## config.mk

```make
export PLATFORM = sky130hd
export DESIGN_NAME = countdown_ctrl
export DESIGN_NICKNAME = d
export VERILOG_FILES = /design/src/rtl/countdown_pkg.sv /design/src/rtl/countdown_ctrl_btn_debounce.sv /design/src/rtl/countdown_ctrl.sv
export SDC_FILE = /design/constraint.sdc
export NUM_CORES = 1
export LEC_CHECK = 0
export BUFFER_PORTS_ARGS = -buffer_cell sky130_fd_sc_hd__buf_2
export CAP_MARGIN = 20
export CORE_UTILIZATION = 25
export CTS_CLUSTER_SIZE = 30
export DETAILED_ROUTE_END_ITERATION = 16
export PLACE_DENSITY = 0.41
export SYNTH_ARGS = -nofsm -noshare
export SYNTH_HDL_FRONTEND = slang
export SYNTH_SLANG_ARGS = --single-unit
```

## constraint.sdc

```tcl
create_clock -name clk -period 2.55 [get_ports clk]
set_clock_uncertainty 0.1 [all_clocks]
set_input_delay 0.1275 -clock clk [delete_from_list [all_inputs] [get_ports clk]]
set_output_delay 0.1275 -clock clk [all_outputs]
set_load 0.02 [all_outputs]
```

## src/rtl/countdown_pkg.sv

```systemverilog
// Shared types and constants for the countdown timer control stage.
package countdown_pkg;

    typedef enum logic [1:0] {
        ST_SET   = 2'd0,
        ST_RUN   = 2'd1,
        ST_PAUSE = 2'd2,
        ST_DONE  = 2'd3
    } state_e;

    localparam int          NUM_DIGITS    = 4;
    localparam logic [3:0]  BCD_MAX       = 4'd9;
    localparam logic [1:0]  LOAD_GUARD    = 2'd2;

    localparam logic [1:0]  CUR_ONES      = 2'd0;
    localparam logic [1:0]  CUR_TENS      = 2'd1;
    localparam logic [1:0]  CUR_HUNDREDS  = 2'd2;
    localparam logic [1:0]  CUR_THOUSANDS = 2'd3;

    // Wraps 9 -> 0 and also folds any illegal code back to 0.
    function automatic logic [3:0] bcd_inc(input logic [3:0] d);
        return (d >= BCD_MAX) ? 4'd0 : d + 4'd1;
    endfunction

endpackage

```

## src/rtl/countdown_ctrl_btn_debounce.sv

```systemverilog
// Push-button conditioner: 2-FF synchronizer, stability counter and a
// one-cycle press pulse on each accepted rising level.
module btn_debounce #(
    parameter int DEB_CYCLES = 1_000_000
) (
    input  logic clk,
    input  logic rst_n,
    input  logic raw,
    output logic level,
    output logic press
);

    localparam int            CW   = $clog2(DEB_CYCLES + 1);
    localparam logic [CW-1:0] LAST = CW'(DEB_CYCLES - 1);

    logic [1:0]    sync_q;
    logic [CW-1:0] cnt_q, cnt_d;
    logic          level_q, level_d;
    logic          level_dly_q;
    logic          armed_q;
    logic          press_q;

    always_comb begin
        cnt_d   = cnt_q;
        level_d = level_q;
        if (sync_q[1] == level_q) begin
            cnt_d = '0;
        end else if (cnt_q == LAST) begin
            cnt_d   = '0;
            level_d = sync_q[1];
        end else begin
            cnt_d = cnt_q + CW'(1);
        end
    end

    // Synchronizer resets high and presses stay disarmed until a released
    // sample is seen, so a button held through reset never yields a press.
    always_ff @(posedge clk or negedge rst_n) begin
        if (!rst_n) begin
            sync_q      <= 2'b11;
            cnt_q       <= '0;
            level_q     <= 1'b0;
            level_dly_q <= 1'b0;
            armed_q     <= 1'b0;
            press_q     <= 1'b0;
        end else begin
            sync_q      <= {sync_q[0], raw};
            cnt_q       <= cnt_d;
            level_q     <= level_d;
            level_dly_q <= level_q;
            if (!sync_q[1]) begin
                armed_q <= 1'b1;
            end
            press_q     <= level_q & ~level_dly_q & armed_q;
        end
    end

    assign level = level_q;
    assign press = press_q;

endmodule

```

## src/rtl/countdown_ctrl.sv

```systemverilog
// Control stage for the 4-digit BCD countdown: preset editing, start/pause/
// clear FSM, tick prescaler and expiry alarm.
module countdown_ctrl
    import countdown_pkg::*;
#(
    parameter int TICK_DIV   = 50_000_000,
    parameter int DEB_CYCLES = 1_000_000
) (
    input  logic       clk,
    input  logic       rst_n,
    input  logic       btn_sel,
    input  logic       btn_up,
    input  logic       btn_start,
    input  logic       btn_clr,
    input  logic       cnt_zero,
    output logic [3:0] is1000,
    output logic [3:0] is100,
    output logic [3:0] is10,
    output logic [3:0] is1,
    output logic       key,
    output logic       decrease,
    output logic [1:0] cursor,
    output logic [1:0] state,
    output logic       alarm
);

    localparam int            PW         = (TICK_DIV > 1) ? $clog2(TICK_DIV) : 1;
    localparam logic [PW-1:0] PRESC_LAST = PW'(TICK_DIV - 1);

    localparam int BTN_UP    = 0;
    localparam int BTN_SEL   = 1;
    localparam int BTN_START = 2;
    localparam int BTN_CLR   = 3;

    logic [3:0] btn_raw;
    logic [3:0] btn_press;
    logic [3:0] btn_level_unused;

    assign btn_raw = {btn_clr, btn_start, btn_sel, btn_up};

    generate
        for (genvar gi = 0; gi < 4; gi++) begin : g_btn
            btn_debounce #(.DEB_CYCLES(DEB_CYCLES)) u_deb (
                .clk   (clk),
                .rst_n (rst_n),
                .raw   (btn_raw[gi]),
                .level (btn_level_unused[gi]),
                .press (btn_press[gi])
            );
        end
    endgenerate

    state_e        state_q, state_d;
    logic [3:0]    digit_q [NUM_DIGITS];
    logic [3:0]    digit_d [NUM_DIGITS];
    logic [1:0]    cursor_q, cursor_d;
    logic [PW-1:0] presc_q, presc_d;
    logic [1:0]    guard_q, guard_d;
    logic          key_q, key_d;
    logic          preset_nonzero;

    assign preset_nonzero = (digit_q[0] != 4'd0) || (digit_q[1] != 4'd0) ||
                            (digit_q[2] != 4'd0) || (digit_q[3] != 4'd0);

    always_comb begin
        state_d  = state_q;
        digit_d  = digit_q;
        cursor_d = cursor_q;
        presc_d  = presc_q;
        guard_d  = guard_q;
        key_d    = 1'b0;
        case (state_q)
            ST_SET: begin
                if (btn_press[BTN_CLR]) begin
                    for (int i = 0; i < NUM_DIGITS; i++) begin
                        digit_d[i] = 4'd0;
                    end
                    cursor_d = CUR_ONES;
                end else if (btn_press[BTN_START]) begin
                    if (preset_nonzero) begin
                        state_d = ST_RUN;
                        key_d   = 1'b1;
                        presc_d = '0;
                        guard_d = LOAD_GUARD;
                    end
                end else if (btn_press[BTN_SEL]) begin
                    cursor_d = cursor_q + 2'd1;
                end else if (btn_press[BTN_UP]) begin
                    digit_d[cursor_q] = bcd_inc(digit_q[cursor_q]);
                end
            end
            ST_RUN: begin
                if (btn_press[BTN_CLR]) begin
                    state_d = ST_SET;
                end else if (btn_press[BTN_START]) begin
                    state_d = ST_PAUSE;
                end else if ((guard_q == 2'd0) && cnt_zero) begin
                    state_d = ST_DONE;
                end
                if (guard_q != 2'd0) begin
                    guard_d = guard_q - 2'd1;
                end
                // Hold during the load cycle so the first tick lands TICK_DIV
                // cycles after key; freeze when leaving so a pause keeps phase.
                if ((state_d == ST_RUN) && !key_q) begin
                    presc_d = (presc_q == PRESC_LAST) ? '0 : presc_q + PW'(1);
                end
            end
            ST_PAUSE: begin
                if (btn_press[BTN_CLR]) begin
                    state_d = ST_SET;
                end else if (btn_press[BTN_START]) begin
                    state_d = ST_RUN;
                end
            end
            ST_DONE: begin
                if (btn_press[BTN_CLR] || btn_press[BTN_START]) begin
                    state_d = ST_SET;
                end
            end
            default: state_d = ST_SET;
        endcase
    end

    always_ff @(posedge clk or negedge rst_n) begin
        if (!rst_n) begin
            state_q  <= ST_SET;
            for (int i = 0; i < NUM_DIGITS; i++) begin
                digit_q[i] <= 4'd0;
            end
            cursor_q <= CUR_ONES;
            presc_q  <= '0;
            guard_q  <= 2'd0;
            key_q    <= 1'b0;
        end else begin
            state_q  <= state_d;
            digit_q  <= digit_d;
            cursor_q <= cursor_d;
            presc_q  <= presc_d;
            guard_q  <= guard_d;
            key_q    <= key_d;
        end
    end

    assign is1      = digit_q[CUR_ONES];
    assign is10     = digit_q[CUR_TENS];
    assign is100    = digit_q[CUR_HUNDREDS];
    assign is1000   = digit_q[CUR_THOUSANDS];
    assign key      = key_q;
    assign decrease = (state_q == ST_RUN) && (state_d == ST_RUN) && (presc_q == PRESC_LAST);
    assign cursor   = cursor_q;
    assign state    = state_q;
    assign alarm    = (state_q == ST_DONE);

endmodule

```

==> flow_summary.toml <==
[outcome]
status = "finished, final reports clean"

[placement]
dpl_cell_area_sq_um = 8270
gp_congestion = 0.763
place_hpwl_um = 11500
port_buffers = 29
dpl_worst_slack_ps = 129

[worst_hold_path]
whs_path_depth = 4
min_path_type = "in2reg"
worstHoldStart = "cnt_zero"
min_to = "state[1]"

[cts]
clk_path_buf_depth = 2
clk_pin_slew_ps = 70
cts_sinks = 153
clock-root-buffer = "clkbuf_16"
cts_made_buffers = 17
clk_latency_ps = 430
htree_levels = 4
cts_tree = "yes"

[logic_synthesis]
synth-seq-cells = 153
yosys_warnings = 0
synth_ff_type = "dfrtp_1"
synthMuxAreaShare_pct = 1.95
synth-edff-count = 0
synth_fa_ha_area_share_pct = 2.18
syn-cell-area_sq_um = 7450
synth_compound_area_share_pct = 7.83
synthCells = 747
synth-simple-area-share_pct = 25.0
syn_nets = 767
synth_xor_area_share_pct = 9.05
yosysSeqAreaShare_pct = 51.5
synth.distinct_cells = 57
postSynthAreaPerCell_sq_um = 9.97
synth_top_family_by_area = "simple AND/OR/NAND/NOR gates"
async_reset_ff_share_pct = 100

[drt]
drtAntennaViolNets = 0
dr.first_iter.drc_count = 360
route.detailed.drc = 0
via_per_inst = 4.58
via_count = 5549
avgRoutedWirePerCell_um = 13.9
dr.pass1.iters = 4
wl_um = 16900

[sta]
setup_viol = 0
drv_slew = 0
timing.fmax_mhz = 409
relSlewSlack_pct = 31.6
rsz0062_at_grt = "true"
hold_viol_final = 0
post-route-period-util_pct = 96.0
tightest_slew_ps = 1020
final.min_clock_period_ps = 2450
fin_ws_ps = 103

[power_and_ir_drop]
power_density_nw_per_um2 = 599
max-vdd-ir-drop_v = 0.000444
p_total_mw = 5.38
p_leak_nw = 3.86

[floorplan]
die_width_um = 175
num_rows = 62
initial_core_util_pct = 25.7
die_area_sq_um = 30500
io_pins = 30
coreArea_sq_um = 29000
die_h_um = 175

[run]
cap_violations = 0

[setup_path]
required_ps = 2320
arrival_ps = 2220
crit_fanout = 5
worstReg2RegStart = "guard_q[0]"
cp-start-kind = "register"
r2r_cells = 7
r2r_setup_slack_ps = 140
r2r-end = "presc_q[13]"
cp-end-kind = "output port"
worstSetupPathType = "reg2out"

[grt]
grt_first_pass_wirelength_um = 29100
grt_pass1_vias = 5519
antenna_found_initial = 0
grt_remaining_overflow = 0
grt_max_degree = 58
track_usage_pct = 11.9

[final_layout]
fillers = 3027
area_delta_synth_final_pct = 20.7
post-route-util_pct = 31.0
multi_input_area_sq_um = 3450
stdcell_area_sq_um = 8990
seq_area_sq_um = 3840
fin_nets = 834
layout_common_cells = "144 x dfrtp_1, 109 x nor2_1, 50 x nand3_1, 47 x nand2_1, 41 x xor2_1"
final_common_cell = "dfrtp_1"
insertedDiodeCount = 0
layout-drive-gt1-share_pct = 16.1
==> repair_timing <==
item                                    4_1_cts  5_1_grt
setup buffers                                 0        1
endpoints found under the hold margin        63        0
endpoints found under the setup margin        1        7
pin swaps                                     0        0
cloned                                        0        0
gates resized for setup                       2        3
hold buffers                                  5        0
==> Yosys cell counts, types with 15 or more instances <==
library cell | instances | area share (%)
a21oi_1 | 24 | 1.6
inv_1 | 19 | 0.96
nand4_1 | 17 | 1.4
xnor2_1 | 36 | 4.2
nor2_1 | 109 | 5.5
nand2b_1 | 16 | 1.3
o21ai_0 | 34 | 2.3
dfrtp_1 | 145 | 49
and3_1 | 23 | 1.9
nor3_1 | 15 | 1.0
nand2_1 | 47 | 2.4
xor2_1 | 41 | 4.8
nand3_1 | 51 | 3.4
==> routing by layer <==
metal	GRT usage, %	wire length, um
met5	0	0
met1	17.1	8810
met2	17.4	7320
met3	3.09	545
met4	3.84	208
==> cell type report <==
class	count	area share (%)
Sequential cell	153	42.7
Inverter	19	0.793
Clock inverter	13	2.12
Multi-Input combinational cell	552	38.4
Clock buffer	19	5.04
Timing Repair Buffer	71	5.61
Tap cell	384	5.34
==> worst max path at each step <==
stage	startpoint	endpoint	slack (ps)	cells past startpoint
floorplan	cursor[0]	is1000[3]	160	8
global placement	presc_q[1]	presc_q[18]	70	6
detailed placement	guard_q[0]	presc_q[19]	130	7
CTS	presc_q[11]	decrease	20	6
global route	presc_q[10]	decrease	-40	6
finish	presc_q[10]	decrease	100	6
==> cells by family (layout without fill, tap and decap cells) <==
logic type,after synthesis,after routing
and+or+nand+nor,357,357
xor gates and xnor gates,77,77
adders and majority gates,13,13
buffers and inverters,42,122
AOI/OAI and AO/OA,96,96
muxes,9,9
DFF,153,153
==> power breakdown <==
part,internal (mW),leakage [nW],switching (mW)
Combinational,0.0392,1.54,0.0890
Clock,1.70,0.314,1.08
Sequential,2.45,2.00,0.0186
==> registers in the layout (all words and copies together), names as in the netlist <==
register	cells
cursor	2
guard_q	2
g_btn.u_deb.cnt_q	80
g_btn.u_deb.level	4
presc_q	26
key	1
g_btn.u_deb.armed_q	4
is1000	4
is100	4
g_btn.u_deb.sync_q	8
g_btn.u_deb.level_dly_q	4
is10	4
is1	4
g_btn.u_deb.press	4
state	2
==> critical path, stage by stage (launching register included) <==
cell and delay [ps]:
dfrtp_1 420, or4_4 560, nor4_4 160, buf_4 190, nand2_1 80, nor4_2 170
buf_2 210
==> through the flow <==
stage	cells	setup TNS (ps)	hold WS [ps]
2_1_floorplan	747	0	-268
3_3_place_gp	1172	0	43.8
3_5_place_dp	1173	0	47.6
4_1_cts	1210	0	76.1
5_1_grt	1211	-50.8	95.1
6_report	1211	0	98.4
No activity file was read; power rests on OpenSTA's default activity.
